`config.mk`:
```
export PLATFORM = sky130hd
export DESIGN_NAME = executor_ula_flat
export DESIGN_NICKNAME = d
export VERILOG_FILES = /design/src/rtl/executor_ula_pkg.sv /design/src/rtl/executor_ula_if.sv /design/src/rtl/executor_ula_comb.sv /design/src/rtl/executor_ula.sv /design/src/flat_wrapper.sv
export SDC_FILE = /design/constraint.sdc
export NUM_CORES = 1
export LEC_CHECK = 0
export ABC_AREA = 1
export CORE_MARGIN = 2
export CORE_UTILIZATION = 25
export DETAILED_ROUTE_END_ITERATION = 16
export PLACE_DENSITY_LB_ADDON = 0.25
export SLEW_MARGIN = 20
export SYNTH_ARGS = -nofsm -noshare
export SYNTH_HDL_FRONTEND = slang
export SYNTH_SLANG_ARGS = --single-unit
```
`constraint.sdc`:
```
create_clock -name clk -period 7.2 [get_ports clk]
set_input_delay 2.16 -clock clk [delete_from_list [all_inputs] [get_ports clk]]
set_output_delay 2.16 -clock clk [all_outputs]
set_load 0.1 [all_outputs]
```
`src/rtl/executor_ula_pkg.sv`:
```
// Shared definitions for the ALU sequencer: opcodes, FSM states and opcode classifiers.
package ula_pkg;

    localparam int LARGURA     = 16;
    localparam int LARGURA_ULA = 32;

    localparam logic [3:0] OP_ADD = 4'd0;
    localparam logic [3:0] OP_SUB = 4'd1;
    localparam logic [3:0] OP_MUL = 4'd2;
    localparam logic [3:0] OP_AND = 4'd3;
    localparam logic [3:0] OP_OR  = 4'd4;
    localparam logic [3:0] OP_XOR = 4'd5;
    localparam logic [3:0] OP_NOT = 4'd6;
    localparam logic [3:0] OP_NEG = 4'd7;
    localparam logic [3:0] OP_SHL = 4'd8;
    localparam logic [3:0] OP_SHR = 4'd9;
    localparam logic [3:0] OP_EQ  = 4'd10;
    localparam logic [3:0] OP_LTS = 4'd11;

    typedef enum logic [2:0] {
        ST_IDLE,
        ST_POP_A,
        ST_POP_B,
        ST_CAP_A,
        ST_EXEC,
        ST_PUSH,
        ST_ERR
    } estado_t;

    function automatic logic is_unary(input logic [3:0] op);
        return (op == OP_NOT) || (op == OP_NEG);
    endfunction

    function automatic logic is_legal(input logic [3:0] op);
        return op <= OP_LTS;
    endfunction

endpackage

```
`src/rtl/executor_ula_if.sv`:
```
// Bus between the control unit / operand stack and the ALU sequencer.
interface executor_ula_if #(
    parameter int LARGURA     = 16,
    parameter int LARGURA_ULA = 32
) ();
    logic                   start;
    logic [3:0]             opcode;
    logic                   ready;
    logic                   done;
    logic                   err;
    logic                   flag_z;
    logic                   flag_n;
    logic                   flag_c;
    logic                   pilha_pop;
    logic                   pilha_push;
    logic                   pilha_sel;
    logic [LARGURA-1:0]     pilha_dout;
    logic [LARGURA_ULA-1:0] resultado;

    modport slave (
        input  start, opcode, pilha_dout,
        output ready, done, err, flag_z, flag_n, flag_c,
               pilha_pop, pilha_push, pilha_sel, resultado
    );

    modport master (
        output start, opcode, pilha_dout,
        input  ready, done, err, flag_z, flag_n, flag_c,
               pilha_pop, pilha_push, pilha_sel, resultado
    );
endinterface

```
`src/rtl/executor_ula_comb.sv`:
```
// Purely combinational ALU: computes B op A, zero-extended to the result width.
module ula_comb
    import ula_pkg::*;
#(
    parameter int LARGURA     = 16,
    parameter int LARGURA_ULA = 32
) (
    input  logic [LARGURA-1:0]     a,
    input  logic [LARGURA-1:0]     b,
    input  logic [3:0]             opcode,
    output logic [LARGURA_ULA-1:0] result,
    output logic                   carry
);
    localparam int SH = $clog2(LARGURA);

    logic [LARGURA:0]       soma;
    logic [LARGURA:0]       dif;
    logic [LARGURA_ULA-1:0] prod;
    logic [LARGURA-1:0]     nao;
    logic [LARGURA-1:0]     neg;
    logic [LARGURA-1:0]     shl;
    logic [LARGURA-1:0]     shr;

    // Narrow intermediates keep inversion/negation from leaking into the upper result bits.
    assign soma = {1'b0, b} + {1'b0, a};
    assign dif  = {1'b0, b} - {1'b0, a};
    assign prod = LARGURA_ULA'(b) * LARGURA_ULA'(a);
    assign nao  = ~a;
    assign neg  = -a;
    assign shl  = b << a[SH-1:0];
    assign shr  = b >> a[SH-1:0];

    always_comb begin
        result = '0;
        carry  = 1'b0;
        case (opcode)
            OP_ADD: begin result = LARGURA_ULA'(soma); carry = soma[LARGURA]; end
            OP_SUB: begin result = LARGURA_ULA'(dif);  carry = dif[LARGURA];  end
            OP_MUL: begin result = prod; carry = |prod[LARGURA_ULA-1:LARGURA]; end
            OP_AND: result = LARGURA_ULA'(b & a);
            OP_OR:  result = LARGURA_ULA'(b | a);
            OP_XOR: result = LARGURA_ULA'(b ^ a);
            OP_NOT: result = LARGURA_ULA'(nao);
            OP_NEG: result = LARGURA_ULA'(neg);
            OP_SHL: result = LARGURA_ULA'(shl);
            OP_SHR: result = LARGURA_ULA'(shr);
            OP_EQ:  result[0] = (b == a);
            OP_LTS: result[0] = ($signed(b) < $signed(a));
            default: ;
        endcase
    end
endmodule

```
`src/rtl/executor_ula.sv`:
```
// Sequencer that pops operands from the stack, runs the ALU and pushes the result back.
module executor_ula
    import ula_pkg::*;
#(
    parameter int LARGURA     = 16,
    parameter int LARGURA_ULA = 32
) (
    input  logic          clk,
    input  logic          rst,
    executor_ula_if.slave bus
);
    estado_t                state_reg;
    logic [3:0]             op_reg;
    logic [LARGURA-1:0]     a_reg;
    logic [LARGURA_ULA-1:0] resultado_reg;
    logic                   flag_z_reg;
    logic                   flag_n_reg;
    logic                   flag_c_reg;
    logic [LARGURA_ULA-1:0] alu_res;
    logic                   alu_carry;

    // B is taken straight from the stack output in EXEC, so no extra capture cycle is needed.
    ula_comb #(
        .LARGURA     (LARGURA),
        .LARGURA_ULA (LARGURA_ULA)
    ) u_ula (
        .a      (a_reg),
        .b      (bus.pilha_dout),
        .opcode (op_reg),
        .result (alu_res),
        .carry  (alu_carry)
    );

    always_ff @(posedge clk or negedge rst) begin
        if (!rst) begin
            state_reg     <= ST_IDLE;
            op_reg        <= '0;
            a_reg         <= '0;
            resultado_reg <= '0;
            flag_z_reg    <= 1'b1;
            flag_n_reg    <= 1'b0;
            flag_c_reg    <= 1'b0;
        end else begin
            case (state_reg)
                ST_IDLE: begin
                    if (bus.start) begin
                        if (is_legal(bus.opcode)) begin
                            op_reg    <= bus.opcode;
                            state_reg <= ST_POP_A;
                        end else begin
                            state_reg <= ST_ERR;
                        end
                    end
                end
                ST_POP_A: state_reg <= is_unary(op_reg) ? ST_CAP_A : ST_POP_B;
                ST_POP_B, ST_CAP_A: begin
                    a_reg     <= bus.pilha_dout;
                    state_reg <= ST_EXEC;
                end
                ST_EXEC: begin
                    resultado_reg <= alu_res;
                    flag_z_reg    <= (alu_res[LARGURA-1:0] == '0);
                    flag_n_reg    <= alu_res[LARGURA-1];
                    flag_c_reg    <= alu_carry;
                    state_reg     <= ST_PUSH;
                end
                default: state_reg <= ST_IDLE;
            endcase
        end
    end

    assign bus.ready      = (state_reg == ST_IDLE);
    assign bus.pilha_pop  = (state_reg == ST_POP_A) || (state_reg == ST_POP_B);
    assign bus.pilha_push = (state_reg == ST_PUSH);
    assign bus.pilha_sel  = (state_reg == ST_PUSH);
    assign bus.done       = (state_reg == ST_PUSH);
    assign bus.err        = (state_reg == ST_ERR);
    assign bus.resultado  = resultado_reg;
    assign bus.flag_z     = flag_z_reg;
    assign bus.flag_n     = flag_n_reg;
    assign bus.flag_c     = flag_c_reg;
endmodule

```
`src/flat_wrapper.sv`:
```
// flat-port wrapper written by rule: the top's interface ports become plain ports
module executor_ula_flat import ula_pkg::*;
#(
    parameter int LARGURA     = 16,
    parameter int LARGURA_ULA = 32
)
  (clk, rst, bus_start, bus_opcode, bus_pilha_dout, bus_ready, bus_done, bus_err, bus_flag_z, bus_flag_n, bus_flag_c, bus_pilha_pop, bus_pilha_push, bus_pilha_sel, bus_resultado);
  executor_ula_if #(.LARGURA(LARGURA), .LARGURA_ULA(LARGURA_ULA)) bus_i ();
  input  logic clk;
  input  logic rst;
  input wire logic [$bits(bus_i.start)-1:0] bus_start;
  input wire logic [$bits(bus_i.opcode)-1:0] bus_opcode;
  input wire logic [$bits(bus_i.pilha_dout)-1:0] bus_pilha_dout;
  output wire logic [$bits(bus_i.ready)-1:0] bus_ready;
  output wire logic [$bits(bus_i.done)-1:0] bus_done;
  output wire logic [$bits(bus_i.err)-1:0] bus_err;
  output wire logic [$bits(bus_i.flag_z)-1:0] bus_flag_z;
  output wire logic [$bits(bus_i.flag_n)-1:0] bus_flag_n;
  output wire logic [$bits(bus_i.flag_c)-1:0] bus_flag_c;
  output wire logic [$bits(bus_i.pilha_pop)-1:0] bus_pilha_pop;
  output wire logic [$bits(bus_i.pilha_push)-1:0] bus_pilha_push;
  output wire logic [$bits(bus_i.pilha_sel)-1:0] bus_pilha_sel;
  output wire logic [$bits(bus_i.resultado)-1:0] bus_resultado;
  assign bus_i.start = bus_start;
  assign bus_i.opcode = bus_opcode;
  assign bus_i.pilha_dout = bus_pilha_dout;
  assign bus_ready = bus_i.ready;
  assign bus_done = bus_i.done;
  assign bus_err = bus_i.err;
  assign bus_flag_z = bus_i.flag_z;
  assign bus_flag_n = bus_i.flag_n;
  assign bus_flag_c = bus_i.flag_c;
  assign bus_pilha_pop = bus_i.pilha_pop;
  assign bus_pilha_push = bus_i.pilha_push;
  assign bus_pilha_sel = bus_i.pilha_sel;
  assign bus_resultado = bus_i.resultado;
  executor_ula #(.LARGURA(LARGURA), .LARGURA_ULA(LARGURA_ULA)) u_core (.clk(clk), .rst(rst), .bus(bus_i));
endmodule
```
== After elaboration in Yosys (flattened, before gate mapping) ==
Cells that the tools add are included.

* Register bits after elaboration: 58
* Bits of input ports: 23
* Logic and storage cells: 53

* Add/sub/neg operators: 3
* Multiply operators: 1
* Order comparisons: 2
* Eq/ne operators: 19
* Shifts and indexed selects: 2
* Muxes and demuxes: 7
* Bitwise gates (word level): 4
* Reduce and logical (&&, ||, !) cells: 8

{| class="wikitable"
|+ Operator list
! cell !! count
|-
| $pmux 31 s10 || 1
|-
| $mul 16x16->32 || 1
|-
| $add 16x16->17 || 1
|-
| $sub 16x16->17 || 1
|-
| $and 16x16->16 || 1
|-
| $eq 16x16->1 || 1
|-
| $eq 4x3->1 const B || 4
|-
| $eq 4x4->1 const B || 4
|-
| $logic_not 16->1 || 1
|-
| $lt 16x16->1 || 1
|-
| $neg 16->16 || 1
|-
| $not 16->16 || 1
|-
| $or 16x16->16 || 1
|-
| $reduce_or 16->1 || 1
|-
| $shl 16x4->16 || 1
|-
| $shr 16x4->16 || 1
|-
| $xor 16x16->16 || 1
|-
| $pmux 1 s12 || 1
|-
| $pmux 3 s4 || 1
|-
| $eq 3x3->1 const B || 3
|-
| $eq 4x2->1 const B || 2
|-
| $eq 3x2->1 const B || 2
|-
| $mux 3 || 2
|-
| $eq 4x1->1 const B || 1
|-
| other kinds (10) || 11
|}

== Longest topological paths before layout ==
Gate-level depths: netlist of run 1.

* Depth in word-level cells: 4
* Gate-level depth with buffers: 33
* Depth with buffers taken out: 32

== Modules after synthesis ==
From an unflattened synthesis of run 1, not the netlist that was laid out.

* Cells, all modules: 2399
* Area, all modules: 16165.5 µm²

{| class="wikitable"
|+ By module, submodules not included
! module !! times used !! cells an instance !! area an instance (µm²) !! seq. area each (µm²)
|-
| ula_comb || 1 || 2160 || 13790.7 || 0.0
|-
| executor_ula || 1 || 239 || 2374.8 || 1427.6
|}

== Worst setup path after synthesis of run 1 ==
No wires, ideal clock.

* Kind: input port to flip-flop
* Start point: input bus_pilha_dout[6]
* End point: register u_core.flag_c_reg, in the netlist u_core.bus.flag_c
* Setup time: 0.120 ns
* Data arrival time: 7.392 ns
* Slack: -0.312 ns
* Stages: 32
* Path buffers: 2
* Cell sequence: clkbuf_1 clkbuf_1 nand2_1 fa_1 inv_1 fa_1 inv_1 fa_1 inv_1 fa_1 fa_1 inv_1 fa_1 inv_1 ha_1 nand2_1 nor2_1 inv_1 nor2_1 nand2_1 nand3_1 nand3_1 nand2_1 nand2_1 nand2_1 nand2_1 nor2_1 nand3_1 nand2_1 nand2_1 nand2_1 nand2_1

* Cells in the longest elaborated chain, start to end: 3
* Elaborated cells between the ends (all ways): 5
* Those cells by class: add/sub (2); mul (1); mux (1); reduce/logical (1)

{| class="wikitable"
|+ RTL lines
! item !! line !! source
|-
| start: declaration || flat_wrapper.sv:13 || <nowiki>input wire logic [$bits(bus_i.pilha_dout)-1:0] bus_pilha_dout;</nowiki>
|-
| $mul 16x16->32 || executor_ula_comb.sv:27 || <nowiki>assign prod = LARGURA_ULA'(b) * LARGURA_ULA'(a);</nowiki>
|-
| $reduce_or 16->1 || executor_ula_comb.sv:39 || <nowiki>OP_MUL: begin result = prod; carry = |prod[LARGURA_ULA-1:LARGURA]; end</nowiki>
|-
| $pmux 1 s3 * || executor_ula_comb.sv:36 || <nowiki>case (opcode)</nowiki>
|-
| end signal: assignment || executor_ula.sv:64 || <nowiki>flag_c_reg <= alu_carry;</nowiki>
|-
| end: declaration || executor_ula.sv:18 || <nowiki>logic flag_c_reg;</nowiki>
|}

Every way passes the cells marked *; elsewhere a longest branch is shown, timed or not.
A chain may end at the register's enable or synchronous reset.

== Final worst setup path of run 1 ==
* Start point: input bus_pilha_dout[7]
* End point: register u_core.flag_c_reg, in the netlist u_core.bus.flag_c

The elaborated chain is that of the path after synthesis.

==> impl_metrics.toml, run 1 <==
[setup_path]
critical_path_class = "in2reg"
cp.required_ns = 7.46
crit_cells = 32
r2r_slack_ns = 1.06
reg2reg_to = "u_core.bus.flag_c$_DFFE_PN0P_"
cp_num_buf_inv = 9
crit_top_cell = "nand2_1"
worst_path_largest_cell_delay_ns = 0.55
cp-start-kind = "input port"
endpoint_kind = "flop"
cp_top_family = "adder cells"
reg2reg_depth = 32
cp_max_fo = 5
crit_arrival_ns = 7.43
slowest_stage = "fa_1"
r2r-start = "u_core.a_reg[6]$_DFFE_PN0P_"

[timing]
fin_skew_ns = 0.0176
min_period_over_period = 0.996
tightest_slew_ns = 1.01
min_period_ns = 7.17
slew_headroom = 0.321
fin_setup_tns_ns = 0
fmax_mhz = 139
rsz0062_at_grt = "yes"
slew_viol_final = 0
setup_viol = 0
hold_violations = 0
worst_slack_ns = 0.0279

[routing]
ant_nets = 0
drcViolationCount = 0
wl_um = 66600
first_pass_iters = 6
post_drt_wl_per_cell_um = 18.7
vias = 16400
routed_via_density = 4.60
dr.first_iter.drc_count = 1422

[worst_hold_path]
min_from = "u_core.bus.flag_z$_DFFE_PN1P_"
min_path_cells = 2
worst_hold_path_type = "reg2reg"
whs_endpoint = "u_core.bus.flag_z$_DFFE_PN1P_"

[global_routing]
grt_use_total = 0.205
antenna_found_initial = 2
grt_pass1_vias = 16400
grt_pass1_wl_um = 103000
grt_max_degree = 58
gr-total-overflow = 0

[floorplan]
start_util = 0.253
coreArea_mm2 = 0.0631
die_x_um = 257
ios = 64
placementRows = 92
die_h_um = 257
dieArea_mm2 = 0.0659

[clock_tree]
cts_tree = "done"
worstSkewPairLatency_ns = 0.37
cts-htree-levels = 3
cts_sinks = 57
cts_made_buffers = 9
path_clk_slew_ns = 0.06
clockBufferDepth = 2
cts_root_buf = "clkbuf_16"

[yosys]
synth_area_mm2 = 0.0160
ys_seq_elements = 57
synth_area_leaders = "fa_1 25%, nand2_1 18%, inv_1 13%"
avgSynthCellArea_um2 = 6.41
synth_cells = 2492
syn_nets = 2865
synth_top_area_cell = "fa_1"
ys.warnings.count = 0
yosysUniqueCellTypes = 39
async_flop_share = 1.00
synth_edf_count = 0
ys_seq_area_frac = 0.0894
synthFlopType = "dfrtp_1"
synth_top_area_frac = 0.246

[placement]
port-buffer-count = 63
place_congestion = 0.954
place_ws_ns = -1.05
dp_hpwl_um = 52800
placed_cells = 3506

[layout]
post-route-util = 0.327
final_net_count = 3091
fin_cells = 3570
largest_register_ffs = 32
area_growth_pct = 29.1
drive_gt1_frac = 0.183
n_fill_cell = 7115

[job]
drv_cap = 0

[outcome]
status = "finished, final reports clean"
## through the flow
| step | hold slack (ns) | instance area [µm²] |
|---|---|---|
| after floorplan | 0.565 | 16100 |
| after global placement | 0.467 | 19000 |
| after detailed placement | 0.463 | 19000 |
| after CTS | 0.477 | 20300 |
| after global routing | 0.496 | 20600 |
| final | 0.467 | 20600 |
## worst max-delay path by stage
stage,from,end
2_1_floorplan,bus_pilha_dout[6],u_core.bus.flag_c$_DFFE_PN0P_
3_3_place_gp,bus_pilha_dout[7],u_core.bus.flag_z$_DFFE_PN1P_
3_5_place_dp,bus_pilha_dout[7],u_core.bus.flag_z$_DFFE_PN1P_
4_1_cts,bus_pilha_dout[11],u_core.bus.flag_c$_DFFE_PN0P_
5_1_grt,bus_pilha_dout[5],u_core.bus.flag_c$_DFFE_PN0P_
6_report,bus_pilha_dout[7],u_core.bus.flag_c$_DFFE_PN0P_
## cell type report
| type | instances | area, µm² | share of cell area |
|---|---|---|---|
| clock inverters | 7 | 78.8 | 0.00382 |
| repair buffers | 319 | 2980 | 0.144 |
| diodes | 1 | 2.50 | 0.000121 |
| well taps | 846 | 1060 | 0.0513 |
| inverters | 545 | 2050 | 0.0992 |
| clock buffers | 9 | 225 | 0.0109 |
| multi-input cells | 1786 | 12800 | 0.621 |
| flip-flops and latches | 57 | 1430 | 0.0692 |
## worst min-delay path, stage by stage, from the launching register on
cell	delay, ns
dfstp_2	0.37
nand2_1	0.05
nand2_1	0.05
## metal layers
| metal | track usage | share of wire | wire length (µm) |
|---|---|---|---|
| met5 | 0 | 0.00018 | 12 |
| met4 | 0.0510 | 0.026 | 1730 |
| met3 | 0.0212 | 0.046 | 3080 |
| met2 | 0.336 | 0.46 | 30900 |
| met1 | 0.286 | 0.46 | 30900 |
## cells in the mapped netlist (6+ instances only)
library cell / instances
nor3_1: 18
inv_1: 536
o21bai_1: 13
ha_1: 154
o21ai_0: 113
fa_1: 196
o211ai_1: 10
nor2_1: 171
clkbuf_1: 62
nand3_1: 178
inv_2: 9
or2_2: 6
buf_1: 12
buf_2: 24
nand2_1: 771
nand3b_1: 6
o22ai_1: 13
dfrtp_1: 56
a21oi_1: 88
nand4_1: 15
## repair_timing
item / 4_1_cts / 5_1_grt
gates cloned: 6 / 1
setup endpoints to repair: 25 / 19
pin swaps: 92 / 70
hold buffers: 0 / 0
resized for setup: 224 / 88
buffers inserted: 33 / 8
## layout by cell type (no fill, tap or decap), types with 55 or more instances in the layout
master,Yosys,final
nand2_1,771,708
ha_1,154,132
o21ai_0,113,107
dfrtp_1,56,56
nand3_1,178,166
inv_1,536,502
buf_4,5,217
fa_1,196,183
nand2_2,0,55
a21oi_1,88,78
nor2_1,171,144
## logic make-up after synthesis
group / share of synthesized area
flip-flops: 0.0894
AO/OA/AOI/OAI: 0.0857
AND/OR/NAND/NOR: 0.297
buffers and inverters: 0.156
adder cells (fa/ha/maj): 0.366
multiplexers: 0.000626
XOR/XNOR: 0.00493
Power of run 1 is not shown: default switching activity piles up to over one toggle a cycle in this logic, so the estimate is an artifact.
==> inputs of run 2 (changes only) <==
Settings changed: CORE_UTILIZATION 25 to 65.
==> run 2 against run 1 <==
Against the previous run: the flow now stops in global routing (5_1_grt); synthesized area did not move; synthesized cell count is the same.
==> impl_metrics.toml, run 2 <==
[outcome]
status = "did not finish"
lastStage = "global routing (5_1_grt)"
tool.error = "[ERROR GRT-0232] Routing congestion too high. Check the congestion heatmap in the GUI."

[clock_tree]
cts_hold_buffers = 0
cts_root_buf = "clkbuf_16"
cts_sinks = 57
cts_made_buffers = 9
cts-htree-levels = 3
clockBufferDepth = 2

[yosys]
yosysUniqueCellTypes = 39
synth_area_mm2 = 0.0160
ys_seq_elements = 57
synth_top_area_frac = 0.246
synthFlopType = "dfrtp_1"
ys.warnings.count = 0
synth_top_area_cell = "fa_1"
syn_nets = 2865
async_flop_share = 1.00
synth_edf_count = 0
yosysMostFrequentCell = "nand2_1"
synth_area_leaders = "fa_1 25%, nand2_1 18%, inv_1 13%"
ys_seq_area_frac = 0.0894
synth_cells = 2492
avgSynthCellArea_um2 = 6.41
yosys-top-cells-count = "771 x nand2_1, 536 x inv_1, 196 x fa_1"

[timing]
crit_endpoint = "u_core.bus.flag_c$_DFFE_PN0P_/D"
worstEpCategory = "register input"

[placement]
port-buffer-count = 63
placed_cells = 2943
dp_hpwl_um = 51000
place_area_mm2 = 0.0180
place_congestion = 1.08

[floorplan]
placementRows = 57
die_x_um = 161
ios = 64
start_util = 0.659
die_h_um = 161

[global_routing]
grt_max_degree = 58
grt_use_total = 0.764
gr-total-overflow = 22
-- run 2: cell counts after synthesis --
Identical to the previous run, type by type.
-- run 2: stage by stage --
| stage | hold WS (ns) | util | setup WS [ns] |
|---|---|---|---|
| after floorplan | 0.565 | - | 0.00206 |
| after global placement | 0.466 | 0.743 | -1.07 |
| after detailed placement | 0.469 | 0.743 | -1.24 |
| after CTS | 0.484 | 0.788 | -0.116 |
-- run 2: cell families after synthesis --
| group | Yosys count | share of synthesized area |
|---|---|---|
| AND/OR/NAND/NOR | 1174 | 0.297 |
| buffers and inverters | 649 | 0.156 |
| adder cells (fa/ha/maj) | 350 | 0.366 |
| AO/OA/AOI/OAI | 252 | 0.0857 |
| flip-flops | 57 | 0.0894 |
| XOR/XNOR | 9 | 0.00493 |
| multiplexers | 1 | 0.000626 |
-- run 2: what timing repair did --
action | CTS
setup buffers | 33
cloned | 5
setup endpoints to repair | 26
pin swaps | 72
gates resized for setup | 198
-- run 2: layer usage --
layer | overflow | global-route usage
met1 | 1 | 0.774
met2 | 11 | 0.884
met3 | 1 | 0.685
met4 | 9 | 0.675
met5 | 0 | 0.477
==> inputs of run 3 (changes only) <==
Settings changed: CORE_UTILIZATION 65 to 40, PLACE_DENSITY_LB_ADDON 0.25 to 0.15.
==> run 3 against run 2 <==
Against the previous run: the flow now finishes, with violations (setup timing).
==> impl_metrics.toml, run 3 (same netlist as run 1, synthesis figures left out) <==
[outcome]
status = "complete, but fails checks"
violations = "setup timing"

[setup_path]
slowest_stage = "fa_1"
cp-start-kind = "input port"
cp_num_buf_inv = 8
crit_arrival_ns = 7.50
cp_top_family = "adder cells"
worst_path_largest_cell_delay_ns = 0.55
cp.required_ns = 7.46
critical_path_class = "in2reg"
endpoint_kind = "flop"
cp_max_fo = 7

[floorplan]
die_h_um = 204
ios = 64
coreArea_mm2 = 0.0395
placementRows = 73
die_x_um = 204
start_util = 0.404
dieArea_mm2 = 0.0416

[layout]
final_cell_mix = "689 x nand2_1, 481 x inv_1, 204 x buf_4"
largest_register_ffs = 32
layout_commonest_cell = "nand2_1"
final_net_count = 3076
drive_gt1_frac = 0.198
num_antenna_cells = 0
area_growth_pct = 26.8
fin_area_mm2 = 0.0203

[timing]
slew_headroom = 0.255
slew_viol_final = 0
fin_setup_tns_ns = -0.0839
tightest_slew_ns = 1.12
worst_slack_ns = -0.0442
fin_skew_ns = 0.0181
setup_viol = 3
hold_violations = 0
min_period_over_period = 1.01
min_period_ns = 7.24
fmax_mhz = 138
rsz0062_at_grt = "yes"

[clock_tree]
worstSkewPairLatency_ns = 0.37
cts_root_buf = "clkbuf_16"
cts_sinks = 57
cts_tree = "done"
clockBufferDepth = 2
path_clk_slew_ns = 0.07
cts_made_buffers = 9
cts-htree-levels = 3
cts_hold_buffers = 0

[global_routing]
gr-total-overflow = 0
antenna_found_initial = 0
grt_use_total = 0.324
grt_max_degree = 58
grt_pass1_vias = 16700
grt_pass1_wl_um = 101000

[job]
drv_cap = 0

[routing]
post_drt_wl_per_cell_um = 20.5
dr.first_iter.drc_count = 1639
ant_nets = 0
first_pass_iters = 6
wl_um = 66300
routed_via_density = 5.27
vias = 17000
drcViolationCount = 0

[placement]
place_area_mm2 = 0.0185
place_ws_ns = -1.22
port-buffer-count = 63
dp_hpwl_um = 52500
place_congestion = 0.998

[worst_hold_path]
worst_hold_path_type = "reg2reg"
[run 3: metal layers]
metal	vias to the layer above	share of wire	GRT usage
met4	0	0.023	0.0733
met3	75	0.074	0.0448
met1	8341	0.46	0.470
li1	7951	-	-
met2	657	0.45	0.513
met5	-	0	0
[run 3: worst paths after layout]
kind                            slack [ns]  cells past startpoint                             to                          start
worst max-delay path                 -0.04                     31  u_core.bus.flag_c$_DFFE_PN0P_             bus_pilha_dout[13]
worst min-delay path                  0.47                      2  u_core.bus.flag_z$_DFFE_PN1P_  u_core.bus.flag_z$_DFFE_PN1P_
worst max register to register        0.93                     27  u_core.bus.flag_z$_DFFE_PN1P_    u_core.a_reg[6]$_DFFE_PN0P_
worst min register to register        0.47                      2  u_core.bus.flag_z$_DFFE_PN1P_  u_core.bus.flag_z$_DFFE_PN1P_
max in group asynchronous             4.67                      2    u_core.a_reg[8]$_DFFE_PN0P_                            rst
min in group asynchronous             1.93                      2    u_core.a_reg[1]$_DFFE_PN0P_                            rst
[run 3: timing repair]
action	in CTS	in global routing
pin swaps	105	121
endpoints found under the setup margin	27	22
resized for setup	231	154
buffers inserted	39	11
gates cloned	5	0
[run 3: through the flow]
stage	util	cells	hold slack [ns]
after floorplan	-	2492	0.565
after global placement	0.467	3163	0.465
after detailed placement	0.467	3163	0.460
after CTS	0.499	3223	0.473
after global routing	0.512	3233	0.502
final	0.512	3233	0.474
[run 3: layout make-up]
| cell class | count | area [µm²] |
|---|---|---|
| clock buffers | 9 | 225 |
| clock inverters | 7 | 55.1 |
| fillers | 4013 | 19300 |
| inverters | 545 | 2060 |
| multi-input cells | 1786 | 13000 |
| flip-flops and latches | 57 | 1430 |
| well taps | 525 | 657 |
| repair buffers | 304 | 2840 |
[run 3: worst reg2reg max path: stages, from the launching register on]
cell and delay [ns]:
dfrtp_1 0.78, ha_4 0.39, fa_1 0.54, inv_2 0.04, fa_2 0.57, fa_2 0.44, inv_2 0.06, fa_2 0.43
fa_1 0.49, inv_1 0.05, fa_1 0.52, inv_2 0.06, ha_4 0.32, nand2_4 0.08, nor2_4 0.13, inv_2 0.05
nor2_4 0.10, nand2_2 0.07, nand3_4 0.09, a21oi_2 0.06, o21ai_1 0.09, buf_4 0.13, nand3b_1 0.12, nor2_2 0.21
nand2_2 0.11, nor2_2 0.11, nand3_1 0.08, nand2_1 0.06
Power of run 3 is left out for the same reason.
